===== config.mk =====
export PLATFORM = sky130hd
export DESIGN_NAME = sram_mem_arbiter
export DESIGN_NICKNAME = d
export VERILOG_FILES = /design/src/rtl/sram_arb_pkg.sv /design/src/rtl/sram_arb_pick.sv /design/src/rtl/sram_mem_arbiter.sv
export SDC_FILE = /design/constraint.sdc
export NUM_CORES = 1
export LEC_CHECK = 0
export ABC_AREA = 1
export CAP_MARGIN = 20
export CORE_AREA = 2 2 110 112
export DETAILED_ROUTE_END_ITERATION = 6
export DIE_AREA = 0 0 112 114
export GPL_TIMING_DRIVEN = 0
export PLACE_DENSITY = 0.85
export SKIP_CTS_REPAIR_TIMING = 1
export SLEW_MARGIN = 40
export SYNTH_ARGS = -nofsm -noshare
export SYNTH_HDL_FRONTEND = slang
export SYNTH_SLANG_ARGS = --single-unit

===== constraint.sdc =====
create_clock -name clk -period 2.6 [get_ports clk]
set_clock_uncertainty 0.2 [all_clocks]
set_input_delay 0.39 -clock clk [delete_from_list [all_inputs] [get_ports clk]]
set_output_delay 0.39 -clock clk [all_outputs]
set_load 0.02 [all_outputs]

===== src/rtl/sram_arb_pkg.sv =====
// Shared types and helpers for the two-master SRAM arbiter.
package sram_arb_pkg;

    typedef enum logic [1:0] {
        StIdle,
        StAccess,
        StWait,
        StDone
    } state_e;

    localparam int unsigned LAT_W = 2;

    // Drop the byte offset; the caller keeps only the low ADDR_W bits.
    function automatic logic [29:0] byte_to_word(input logic [31:0] byte_addr);
        return byte_addr[31:2];
    endfunction

endpackage


===== src/rtl/sram_arb_pick.sv =====
// Combinational winner select. SRAM_ARB_RR_EN selects round-robin; otherwise port 0 wins ties.
module sram_arb_pick (
    input  logic m0_valid_i,
    input  logic m1_valid_i,
    input  logic grant_i,
    output logic req_o,
    output logic sel_o
);

    assign req_o = m0_valid_i | m1_valid_i;

`ifdef SRAM_ARB_RR_EN
    // On a tie the port that did not own the last transaction goes next.
    assign sel_o = (m0_valid_i && m1_valid_i) ? ~grant_i : m1_valid_i;
`else
    logic unused_grant;
    assign unused_grant = grant_i;
    assign sel_o        = ~m0_valid_i & m1_valid_i;
`endif

endmodule


===== src/rtl/sram_mem_arbiter.sv =====
// Two-master arbiter for one single-port SRAM macro; SRAM_ARB_RR_EN enables round-robin.
module sram_mem_arbiter
    import sram_arb_pkg::*;
#(
    parameter int unsigned ADDR_W = 8,
    parameter int unsigned RD_LAT = 1
) (
    input  logic              clk,
    input  logic              reset,
    input  logic              m0_valid,
    input  logic [31:0]       m0_addr,
    input  logic [31:0]       m0_wdata,
    input  logic [3:0]        m0_wstrb,
    output logic [31:0]       m0_rdata,
    output logic              m0_ready,
    input  logic              m1_valid,
    input  logic [31:0]       m1_addr,
    input  logic [31:0]       m1_wdata,
    input  logic [3:0]        m1_wstrb,
    output logic [31:0]       m1_rdata,
    output logic              m1_ready,
    output logic              sram_en,
    output logic [3:0]        sram_we,
    output logic [ADDR_W-1:0] sram_addr,
    output logic [31:0]       sram_wdata,
    input  logic [31:0]       sram_rdata,
    output logic              busy,
    output logic              grant
);

    state_e             state_q, state_d;
    logic [LAT_W-1:0]   cnt_q, cnt_d;
    logic               grant_q;
    logic [ADDR_W-1:0]  addr_q;
    logic [31:0]        wdata_q;
    logic [3:0]         wstrb_q;
    logic [31:0]        m0_rdata_q, m1_rdata_q;
    logic               m0_ready_q, m1_ready_q;

    logic               pick_req, pick_sel;
    logic               accept, capture, wr_done;
    logic [29:0]        req_word;

    sram_arb_pick u_pick (
        .m0_valid_i (m0_valid),
        .m1_valid_i (m1_valid),
        .grant_i    (grant_q),
        .req_o      (pick_req),
        .sel_o      (pick_sel)
    );

    assign req_word = byte_to_word(pick_sel ? m1_addr : m0_addr);

    logic unused_addr;
    assign unused_addr = ^{req_word[29:ADDR_W], m0_addr[1:0], m1_addr[1:0]};

    always_comb begin
        state_d = state_q;
        cnt_d   = cnt_q;
        accept  = 1'b0;
        capture = 1'b0;
        wr_done = 1'b0;
        unique case (state_q)
            StIdle: begin
                if (pick_req) begin
                    accept  = 1'b1;
                    state_d = StAccess;
                end
            end
            StAccess: begin
                if (wstrb_q != 4'b0) begin
                    wr_done = 1'b1;
                    state_d = StDone;
                end else begin
                    cnt_d   = LAT_W'(RD_LAT - 1);
                    state_d = StWait;
                end
            end
            StWait: begin
                if (cnt_q == '0) begin
                    capture = 1'b1;
                    state_d = StDone;
                end else begin
                    cnt_d = cnt_q - 1'b1;
                end
            end
            StDone: begin
                state_d = StIdle;
            end
            default: state_d = StIdle;
        endcase
    end

    always_ff @(posedge clk) begin
        if (reset) begin
            state_q    <= StIdle;
            cnt_q      <= '0;
            grant_q    <= 1'b0;
            addr_q     <= '0;
            wdata_q    <= '0;
            wstrb_q    <= '0;
            m0_rdata_q <= '0;
            m1_rdata_q <= '0;
            m0_ready_q <= 1'b0;
            m1_ready_q <= 1'b0;
        end else begin
            state_q <= state_d;
            cnt_q   <= cnt_d;
            if (accept) begin
                grant_q <= pick_sel;
                addr_q  <= req_word[ADDR_W-1:0];
                wdata_q <= pick_sel ? m1_wdata : m0_wdata;
                wstrb_q <= pick_sel ? m1_wstrb : m0_wstrb;
            end
            // Ready is registered so it lines up exactly with the DONE state.
            m0_ready_q <= (state_d == StDone) && !grant_q;
            m1_ready_q <= (state_d == StDone) && grant_q;
            if (capture) begin
                if (grant_q) m1_rdata_q <= sram_rdata;
                else         m0_rdata_q <= sram_rdata;
            end else if (wr_done) begin
                if (grant_q) m1_rdata_q <= '0;
                else         m0_rdata_q <= '0;
            end
        end
    end

    assign sram_en    = (state_q == StAccess);
    assign sram_we    = sram_en ? wstrb_q : 4'b0;
    assign sram_addr  = addr_q;
    assign sram_wdata = wdata_q;
    assign busy       = (state_q != StIdle);
    assign grant      = grant_q;
    assign m0_ready   = m0_ready_q;
    assign m1_ready   = m1_ready_q;
    assign m0_rdata   = m0_rdata_q;
    assign m1_rdata   = m1_rdata_q;

endmodule


* Word-level counts from Yosys, hierarchy flattened
Index checks and enable logic that the tools add are counted.
** Storage, ports and cells
- Register bits :: 115
- Bits of input ports :: 172
- Output and inout port bits :: 113
- Word-level logic and storage cells :: 61
** Operators by class
- $add $sub $neg :: 1
- Equal/unequal tests :: 10
- Muxes and demuxes :: 25
- Bitwise gates (word level) :: 3
- Reduce and logical (&&, ||, !) cells :: 12
** Operator list (count)
- 32-bit two-way mux :: 9
- 2-bit != test (second input constant) :: 6
- 10-bit two-way mux :: 1
- 3-bit AND reduction :: 3
- 2-bit two-way mux :: 4
- 4-bit two-way mux :: 2
- 2-bit case mux with 4 select lines :: 1
- 1-bit two-way mux :: 7
- 2-bit == test (second input constant) :: 3
- 2-bit nonzero test :: 3
- 2-bit logical NOT :: 2
- 2-bit case mux with 2 select lines :: 1
- 4-bit nonzero test :: 1
- 2-bit by 1-bit == test with 1-bit output (second input constant) :: 1
- 1-bit logical AND :: 2
- 2-bit by 1-bit subtractor with 2-bit output (second input constant) :: 1
- 1-bit bitwise AND :: 1
- 1-bit logical NOT :: 1
- 1-bit inverter :: 1
- 1-bit bitwise OR :: 1

* Depth between registers and ports, before layout
Gate-level depths: netlist of the first run.
- Depth after elaboration :: 5
- Mapped depth :: 8
- Gate-level depth less buffers :: 7

* Hierarchy
Synthesis of the first run repeated with hierarchy kept, for this count alone.
** Second synthesis, totals
- Cells, all modules :: 626
- Area total of the unflattened synthesis :: 4902.2 um^2
** Modules (own cells, without submodules)
- sram_mem_arbiter :: instances 1, cells each 622, area each 4887.2 um^2, sequential area each 2302.2 um^2
- sram_arb_pick :: instances 1, cells each 4, area each 15.0 um^2, sequential area each 0.0 um^2

* Worst setup path before layout of the first run
OpenSTA, ideal clock, no wires.
- Path type :: register to register
- Start point :: register state_q[1]
- End point :: register m1_rdata_q[0], in the netlist m1_rdata[0]
- Setup time :: 0.126 ns
- Arrival :: 1.303 ns
- Data required time :: 2.274 ns
- Path slack :: 0.972 ns
- Cell stages (with the launch flop) :: 9
- Buffers on the path :: 1
- Period minus slack after synthesis :: 1.628 ns
- Cells stage by stage :: dfxtp_1 > inv_1 > ha_1 > nand2_2 > nand2_2 > nand2_2 > buf_4 > nand3_1 > o21ai_0
** Between the ends
- Cells in the longest elaborated chain, start to end :: 4
- Elaborated cells between the ends (all ways) :: 9
- Classes of those cells :: eq/ne (4); mux (3); reduce/logical (2)
** Ends and longest elaborated chain
- start, declared :: line sram_mem_arbiter.sv:31 : state_e state_q, state_d;
- start signal, assigned :: line sram_mem_arbiter.sv:96 : state_q <= StIdle;
- start signal, assigned :: line sram_mem_arbiter.sv:107 : state_q <= state_d;
- 2-bit by 1-bit == test with 1-bit output *
- via sram_en :: line sram_mem_arbiter.sv:22 : output logic sram_en,
- 1-bit two-way mux * :: line sram_mem_arbiter.sv:63 : unique case (state_q)
- 2-bit != test (no source line) or 2-bit nonzero test (tied branches)
- 3-bit AND reduction (no source line) *
- end signal, assigned :: line sram_mem_arbiter.sv:119 : if (grant_q) m1_rdata_q <= sram_rdata;
- end, declared :: line sram_mem_arbiter.sv:37 : logic [31:0] m0_rdata_q, m1_rdata_q;
Mark *: on every way through the listed nets, which the timed path passes. The rest lies on a longest branch.
A chain may end at the register's enable or synchronous reset.

* Worst setup path after layout of the first run
- Start point :: register state_q[1]
- End point :: output sram_we[0]
** Between the ends
- Cells in the longest elaborated chain, start to end :: 2
** Ends and longest elaborated chain
- 2-bit by 1-bit == test with 1-bit output :: line sram_mem_arbiter.sv:128 : assign sram_en = (state_q == StAccess);
- 4-bit two-way mux :: line sram_mem_arbiter.sv:129 : assign sram_we = sram_en ? wstrb_q : 4'b0;
- end, declared :: line sram_mem_arbiter.sv:23 : output logic [3:0] sram_we,
Every way passes these cells.

==> key figures, run 1 <==
Route
  • Drt via density: 5.22
  • DRC: 0
  • Final ANT Viol Nets: 0
  • First-pass detailed-route iteration total: 5
  • DR iter-0 viols: 368
  • Wire per inst: 16.7 um
  • Total wire length: 16400 um
  • Vias: 5117

STA
  • Fin crit share: 92.7%
  • Max Slew Vio Count: 0
  • Setup total negative slack: 0 ns
  • Fin crit period: 2.41 ns
  • Slew margin rel.: 62.1%
  • Final hold vios: 0
  • Worst-margin pin slew: 0.569 ns
  • Highest achievable clock rate: 0.415 GHz
  • WHS: 0.0328 ns
  • RSZ-0062 raised after global routing: no
  • Final setup fails: 0

Min path
  • Hold/Removal Path Class: input pin to flop

Yosys
  • Distinct cell type count after synthesis: 22
  • Post-synth top area cell: dfxtp_1
  • Count leader, synth: nand2_1
  • Post-synthesis xor/xnor area fraction: 0%
  • Synth Area in Compound Gates: 18.6%
  • Yosys warnings: 0
  • Main combinational cell family by area after synthesis: simple AND/OR/NAND/NOR gates
  • Post-synthesis mux area share: 0%
  • Post-Synth Simple-Gate Area: 21.7%
  • Mean Syn Cell Area: 7.91 sq um
  • Synth top area share: 51.2%
  • Synth Register Bits: 115
  • Post-synth EDFFs: 0
  • Synth Area in Adders: 1.39%
  • Top cells by count, synth: 143 x nand2_1, 115 x dfxtp_1, 95 x o21ai_0
  • Ys async rst share: 0%
  • Syn_nets: 745
  • Prevailing post-synth register cell: dfxtp_1
  • Post-synthesis instance total: 568
  • Cell Area, Synth: 4500 sq um
  • Top cells by area, synth: dfxtp_1 51%, nand2_1 12%, o21ai_0 11%
  • Sequential fraction of the synthesis area: 51.2%

Die
  • Die Wd: 112 um
  • Initial Util: 38.4%
  • Core area: 11700 sq um
  • DIE HEIGHT: 114 um
  • Die Area: 12800 sq um
  • I/O pin count: 285
  • Row cnt: 40

Placed design
  • IO Port Bufs: 235
  • Placer Congestion: 0.867
  • Hpwl dp: 12200 um
  • Post-DP Area: 7030 sq um

Global route
  • Vias in the first global route: 5086
  • Total track usage: 25.7%
  • Global-route wire length before repair: 25800 um
  • Largest net degree at the start of global routing: 17
  • Grt ovf: 0
  • Initial antenna violation count: 0

Clock tree
  • Clock root buffer: clkbuf_16
  • Max Root-Sink Buffers: 2
  • Worst-skew pair later-pin latency: 0.40 ns
  • Clock sinks: 115
  • CTS H-tree lvls: 4
  • CTS tree: built
  • Num CTS Buffers: 17
  • CTS clock-pin slew for the worst setup and hold paths: 0.06 ns

Run status
  • Status: complete, no violations

Cells and area
  • Design Area, Final: 7710 sq um
  • Layout cells sized above 1: 9.23%
  • Fill count: 999
  • Nets: 999
  • Synthesis-to-finish area growth: 71.5%
  • Antenna diodes: 0

Power and ir drop
  • Combinational power share: 37.7%
  • Pint: 5310 uW
  • P_leak: 0.00295 uW
  • PD cells: 1060 nW/um^2
  • Net Sw Power: 2900 uW
  • Switching Share: 35.3%
  • Part of the power in registers: 29.5%
  • Clock power share: 32.8%
  • Worst IR Drop VDD: 0.000483 V

Critical path
  • WP data required: 2.01 ns
  • Nature of the critical path startpoint: flop
  • CP arrival: 1.82 ns
  • CP Class: flop to output port
  • Crit path capture type: output port
  • Worst Path Max Fanout: 6

Run
  • Max Cap Viol: 0
## layout by cell type (no fill, tap or decap), drive strengths merged
cell           netlist  layout
clkinv               1       4
a31oi               44      44
clkdlybuf4s50        0     235
inv                 18      23
nand4                2       2
nor2                14      14
o21ai               97      97
nand3               63      63
a21oi               15      15
clkbuf              14      31
nand2              150     150
ha                   5       5
buf                 30      30
dfxtp              115     115
bufinv               0       6
## power by group through the flow
stage          registers [uW]  clock network, uW  logic, uW
6_report                 2420               2690       3100
5_1_grt                  2470               2810       3350
4_1_cts                  2420               2710       3110
3_5_place_dp             2450                  0       3090
3_3_place_gp             2430                  0       3050
2_1_floorplan            2870                  0       1190
## cells by family (layout without fill, tap and decap cells)
group | Yosys count | after routing
AND/OR/NAND/NOR | 229 | 229
adder cells (fa/ha/maj) | 5 | 5
AO/OA/AOI/OAI | 156 | 156
flip-flops | 115 | 115
buffers and inverters | 63 | 329
## area by class of cell
cell class | count | area [sq um] | area share [%]
inverter | 19 | 76.3 | 0.990
clock inverter | 14 | 250 | 3.25
buffer | 44 | 243 | 3.15
clock buffer | 17 | 425 | 5.52
multi-input combinational | 390 | 1880 | 24.3
tap | 147 | 184 | 2.39
timing repair buffer | 235 | 2350 | 30.5
sequential | 115 | 2300 | 29.9
## worst paths after layout
| kind | startpoint | to | slack, ns | cells past startpoint |
|---|---|---|---|---|
| worst max-delay path | state_q[1] | sram_we[0] | 0.19 | 5 |
| worst min-delay path | reset | m1_rdata[9] | 0.03 | 2 |
| worst min register to register | cnt_q[1] | cnt_q[1] | 0.26 | 2 |
| worst max register to register | state_q[0] | m1_rdata[11] | 0.53 | 7 |
## stage by stage
step / cells / power (uW) / setup WS [ns] / utilization (%)
floorplan: 568 / 4060 / 0.972 / -
finish: 981 / 8210 / 0.191 / 65.8
CTS: 981 / 8240 / 0.0746 / 65.8
global route: 981 / 8620 / 0.0708 / 65.8
detailed placement: 950 / 5540 / 0.444 / 60.0
global placement: 950 / 5480 / 0.461 / 60.0
## registers in the layout, summed over array words and instances, names as in the netlist
name	cells
wstrb_q	4
m0_ready	1
cnt_q	2
state_q	2
grant	1
sram_wdata	32
m1_ready	1
m0_rdata	32
m1_rdata	32
sram_addr	8
## metal layers
layer / global-route usage [%] / part of all wire (%) / wire [um]
met4: 10.8 / 2.8 / 455
met2: 46.6 / 50 / 8140
met3: 8.61 / 9.7 / 1590
met1: 27.4 / 38 / 6210
met5: 0 / 0 / 0
## worst max-delay path, cell delays in order, from the launching register on
cell	delay, ns
dfxtp_1	0.31
inv_1	0.10
ha_2	0.26
nand2_1	0.07
inv_1	0.05
clkdlybuf4s50_1	0.63
Power figures use the tool's default switching activity.
==> run 2, diff against run 1 <==
- CORE_AREA: 2 2 110 112 -> default
- CORE_ASPECT_RATIO: default -> 1.4
- CORE_MARGIN: default -> 1
- CORE_UTILIZATION: default -> 37
- DIE_AREA: 0 0 112 114 -> default
- PLACE_DENSITY: 0.85 -> 0.81
- clock period: 2.6 -> 2.5 ns (I/O delays scaled with it)
==> key figures, run 2 (synthesis gave the netlist of run 1 again) <==
Run status
  • Status: complete, no violations

Critical path
  • CP arrival: 1.84 ns (+0.02 ns)
  • Crit path max-delay cell type: clkdlybuf4s50_1
  • Crit-path max cell delay: 0.61 ns (-0.02 ns)
  • WP data required: 1.92 ns (-0.09 ns)
  • Worst Path Max Fanout: 6 (unchanged)
  • CP Class: flop to output port
  • Top cell family by delay on the critical path: buffers and inverters
  • Buf/Inv on CP: 3 (unchanged)
  • Most Frequent Cell on Critical Path: inv_1
  • Nature of the critical path startpoint: flop
  • Crit path capture type: output port
  • Crit-path cells: inv_1 > ha_2 > nand2_1 > inv_1 > clkdlybuf4s50_1

Run
  • Max Cap Viol: 0 (unchanged)

Power and ir drop
  • Part of the power in registers: 29.7% (+0.2 points)
  • Clock power share: 32.7% (about the same)
  • Combinational power share: 37.6% (about the same)
  • Switching Share: 34.4% (-0.90 points)
  • Worst IR Drop VDD: 0.000579 V (+20%)
  • Pint: 5540 uW (+4.2%)
  • PD cells: 1090 nW/um^2 (+2.7%)
  • P_leak: 0.00299 uW (+1.6%)
  • Net Sw Power: 2900 uW (+0.14%)

Placed design
  • Post-Place Worst Slack: 0.387 ns (-0.0564 ns)
  • Placer Congestion: 0.813 (-6.2%)
  • Hpwl dp: 11700 um (-4.3%)
  • IO Port Bufs: 235 (unchanged)

STA
  • Setup total negative slack: 0 ns (unchanged)
  • WHS: 0.0126 ns (-0.0203 ns)
  • Worst-margin pin slew: 0.510 ns (-0.0592 ns)
  • Max Slew Vio Count: 0 (unchanged)
  • RSZ-0062 raised after global routing: yes
  • Highest achievable clock rate: 0.413 GHz
  • Fin crit share: 96.8%
  • Fin crit period: 2.42 ns
  • Final hold vios: 0 (unchanged)
  • Setup slack after layout: 0.0802 ns (-0.110 ns)
  • Slew margin rel.: 66.0% (+3.9 points)
  • Final setup fails: 0 (unchanged)

Route
  • Final ANT Viol Nets: 0 (unchanged)
  • DRC: 0 (unchanged)
  • Total wire length: 15300 um (-6.5%)
  • Vias: 4907 (-4.1%)
  • Drt via density: 5.00 (-4.2%)
  • First-pass detailed-route iteration total: 4 (-1)
  • Wire per inst: 15.6 um (-6.6%)
  • DR iter-0 viols: 153 (-58%)

Clock tree
  • Clock root buffer: clkbuf_16
  • Num CTS Buffers: 17 (unchanged)
  • CTS H-tree lvls: 4 (unchanged)
  • CTS tree: built
  • CTS clock-pin slew for the worst setup and hold paths: 0.05 ns (about the same)
  • Worst-skew pair later-pin latency: 0.40 ns (about the same)
  • Max Root-Sink Buffers: 2 (unchanged)
  • Clock sinks: 115 (unchanged)

Global route
  • Vias in the first global route: 4811 (-5.4%)
  • Global-route wire length before repair: 23700 um (-7.9%)
  • Initial antenna violation count: 0 (unchanged)
  • Largest net degree at the start of global routing: 17 (unchanged)
  • Total track usage: 24.9% (-0.82 points)
  • Grt ovf: 0 (unchanged)

Die
  • Die Wd: 95.2 um (-15%)
  • Row cnt: 47 (+18%)
  • Initial Util: 38.0% (-0.35 points)
  • DIE HEIGHT: 132 um (+16%)
  • Die Area: 12600 sq um (-1.3%)
  • I/O pin count: 285 (unchanged)
  • Core area: 11800 sq um (+0.93%)

Cells and area
  • Layout cells sized above 1: 9.22% (-0.011 points)
  • Most frequent cells in the layout: 232 x clkdlybuf4s50_1, 143 x nand2_1, 115 x dfxtp_1, 95 x o21ai_0, 63 x nand3_1
  • Layout Utilization: 65.3% (-0.55 points)
  • Synthesis-to-finish area growth: 71.6% (about the same)
  • Antenna diodes: 0 (unchanged)
  • Commonest non-fill, non-tap cell in the layout: clkdlybuf4s50_1
  • Fill count: 996 (-0.30%)
  • Nets: 999 (unchanged)

Min path
  • Hold/Removal Path Class: input pin to flop
[run 2: power by group through the flow]
stage | registers (uW) | clock network, uW | logic, uW
5_1_grt | 2550 | 2880 | 3430
6_report | 2510 | 2760 | 3170
4_1_cts | 2510 | 2800 | 3190
2_1_floorplan | 2990 | 0 | 1230
3_5_place_dp | 2540 | 0 | 3170
3_3_place_gp | 2520 | 0 | 3160
[run 2: path summary, 6_finish.rpt]
kind / start / to / slack (ns) / cells past startpoint
setup / recovery: state_q[1] / sram_we[1] / 0.08 / 5
hold / removal: reset / m1_rdata[19] / 0.01 / 2
setup reg to reg: state_q[0] / m1_rdata[11] / 0.57 / 7
hold reg to reg: m0_rdata[8] / m0_rdata[8] / 0.26 / 2
[run 2: metrics by stage]
step                      total power (uW)  instances  area (sq um)
final                                 8440        982          7720
after CTS                             8500        982          7710
after global routing                  8870        982          7720
after detailed placement              5710        950          7030
after global placement                5670        950          7030
after floorplan                       4220        568          4500
[run 2: cell type report]
type,count,area [sq um],share of cell area [%]
Sequential cell,115,2300,29.8
Multi-Input combinational cell,390,1880,24.3
Clock inverter,13,231,3.00
Clock buffer,19,443,5.74
Timing Repair Buffer,235,2360,30.6
Buffer,44,243,3.15
Tap cell,147,184,2.38
Inverter,19,76.3,0.989
[run 2: layer usage]
layer	part of all wire, %	global-route usage [%]	vias up
met2	52	43.3	223
met5	0	0	-
met3	8.8	9.31	22
li1	-	-	2452
met4	2.0	9.76	0
met1	38	26.5	2210
==> run 3, diff against run 2 <==
- CELL_PAD_IN_SITES_DETAIL_PLACEMENT: default -> 0
- CELL_PAD_IN_SITES_GLOBAL_PLACEMENT: default -> 1
- CORE_UTILIZATION: 37 -> 25
- PLACE_DENSITY: 0.81 -> default
- PLACE_DENSITY_LB_ADDON: default -> 0.1
==> key figures, run 3 (synthesis gave the netlist of run 1 again) <==
STA
  • Setup total negative slack: 0 ns (unchanged)
  • Max Slew Vio Count: 0 (unchanged)
  • Fin crit share: 96.2% (-0.59 points)
  • RSZ-0062 raised after global routing: no
  • Final setup fails: 0 (unchanged)
  • Slew margin rel.: 66.0% (about the same)
  • Worst-margin pin slew: 0.511 ns (+0.000902 ns)
  • Fin crit period: 2.41 ns (-0.0147 ns)
  • Final hold vios: 0 (unchanged)
  • Highest achievable clock rate: 0.416 GHz (+0.61%)

Die
  • Row cnt: 57 (+21%)
  • Initial Util: 25.7% (-12 points)
  • DIE HEIGHT: 161 um (+21%)
  • Core area: 17500 sq um (+48%)
  • Die Wd: 115 um (+21%)
  • Die Area: 18500 sq um (+47%)
  • I/O pin count: 285 (unchanged)

Global route
  • Initial antenna violation count: 0 (unchanged)
  • Vias in the first global route: 5032 (+4.6%)
  • Grt ovf: 0 (unchanged)
  • Global-route wire length before repair: 25600 um (+7.9%)
  • Largest net degree at the start of global routing: 17 (unchanged)
  • Total track usage: 18.0% (-6.8 points)

Clock tree
  • Clock root buffer: clkbuf_16
  • Worst-skew pair later-pin latency: 0.40 ns (about the same)
  • CTS H-tree lvls: 4 (unchanged)
  • Num CTS Buffers: 17 (unchanged)
  • CTS clock-pin slew for the worst setup and hold paths: 0.06 ns (about the same)
  • CTS tree: built
  • Max Root-Sink Buffers: 2 (unchanged)
  • Clock sinks: 115 (unchanged)

Min path
  • WHS Endpoint: m1_rdata[9]
  • HP Start: reset
  • Hold/Removal Path Class: input pin to flop
  • Hold Path Depth: 2 (unchanged)

Cells and area
  • Commonest non-fill, non-tap cell in the layout: clkdlybuf4s50_1
  • Synthesis-to-finish area growth: 72.0%
  • Fill count: 1779 (+79%)
  • Nets: 999 (unchanged)
  • Antenna diodes: 0 (unchanged)
  • Layout cells sized above 1: 9.23% (+0.011 points)
  • Design Area, Final: 7730 sq um (+0.19%)
  • Most frequent cells in the layout: 233 x clkdlybuf4s50_1, 143 x nand2_1, 115 x dfxtp_1, 95 x o21ai_0, 63 x nand3_1

Critical path
  • WP data required: 1.92 ns (about the same)
  • Worst Path Max Fanout: 4 (-2)
  • R2r worst-path depth: 7 (unchanged)
  • CP arrival: 1.83 ns (about the same)
  • Capturing point of the worst reg2reg path: m1_rdata[13]
  • Crit path capture type: output port
  • CP Class: flop to output port
  • Flop-to-flop setup slack: 0.53 ns (-0.04 ns)
  • Nature of the critical path startpoint: flop
  • Worst flop-to-flop path startpoint: state_q[0]

Placed design
  • IO Port Bufs: 235 (unchanged)
  • Hpwl dp: 12800 um (+9.1%)
  • Placer Congestion: 0.753 (-7.4%)
  • Post-DP Area: 7140 sq um (+1.6%)

Power and ir drop
  • PD cells: 1050 nW/um^2 (-4.4%)
  • P_leak: 0.00293 uW (-2.0%)
  • Worst IR Drop VDD: 0.000393 V (-32%)

Route
  • Drt via density: 4.54 (-9.0%)
  • Total wire length: 16300 um (+6.3%)
  • First-pass detailed-route iteration total: 4 (unchanged)
  • DR iter-0 viols: 193 (+26%)
  • Final ANT Viol Nets: 0 (unchanged)
  • DRC: 0 (unchanged)
  • Wire per inst: 15.2 um (-2.4%)
  • Vias: 4863 (-0.90%)

Run status
  • Status: complete, no violations

Run
  • Max Cap Viol: 0 (unchanged)
run 3: metal layers:
layer	vias to the layer above	track usage (%)	part of all wire, %
li1	2449	-	-
met1	2219	18.6	38
met2	176	33.0	52
met3	19	6.00	8.2
met4	0	6.79	1.9
met5	-	0	0
run 3: stage by stage:
stage / utilization [%] / std cells / setup slack [ns] / power [uW] / hold WS (ns)
after detailed placement: 40.9 / 1039 / 0.373 / 5760 / 0.255
after CTS: 44.2 / 1070 / 0.00850 / 8190 / 0.00582
final: 44.2 / 1070 / 0.0949 / 8080 / 0.0134
after floorplan: - / 568 / 0.872 / 4220 / 0.240
after global routing: 44.2 / 1070 / 0.0119 / 8550 / 0.0152
after global placement: 40.9 / 1039 / 0.392 / 5730 / 0.248
run 3: worst max path at each step:
stage	startpoint	endpoint	depth (start not counted)
global placement	m0_valid	sram_wdata[13]	5
CTS	state_q[1]	sram_we[3]	5
global route	state_q[1]	sram_we[1]	5
detailed placement	m0_valid	sram_wdata[11]	5
finish	state_q[0]	busy	4
floorplan	state_q[1]	m1_rdata[0]	8
run 3: cell type report:
class / count / area (sq um) / area share, %
tap: 236 / 295 / 3.82
timing repair buffer: 235 / 2360 / 30.5
inverter: 19 / 76.3 / 0.987
sequential: 115 / 2300 / 29.8
clock buffer: 17 / 425 / 5.50
clock inverter: 14 / 155 / 2.01
buffer: 44 / 243 / 3.14
multi-input combinational: 390 / 1880 / 24.3
run 3: worst max-delay path: stages, from the launching register on:
cell and delay (ns):
dfxtp_1 0.36, inv_1 0.10, ha_1 0.24, inv_2 0.08, clkdlybuf4s50_1 0.63
run 3: power breakdown:
part / switching [uW] / internal, uW
clock: 923 / 1470
combinational: 1820 / 1360
sequential: 228 / 2280
total: 2970 / 5110
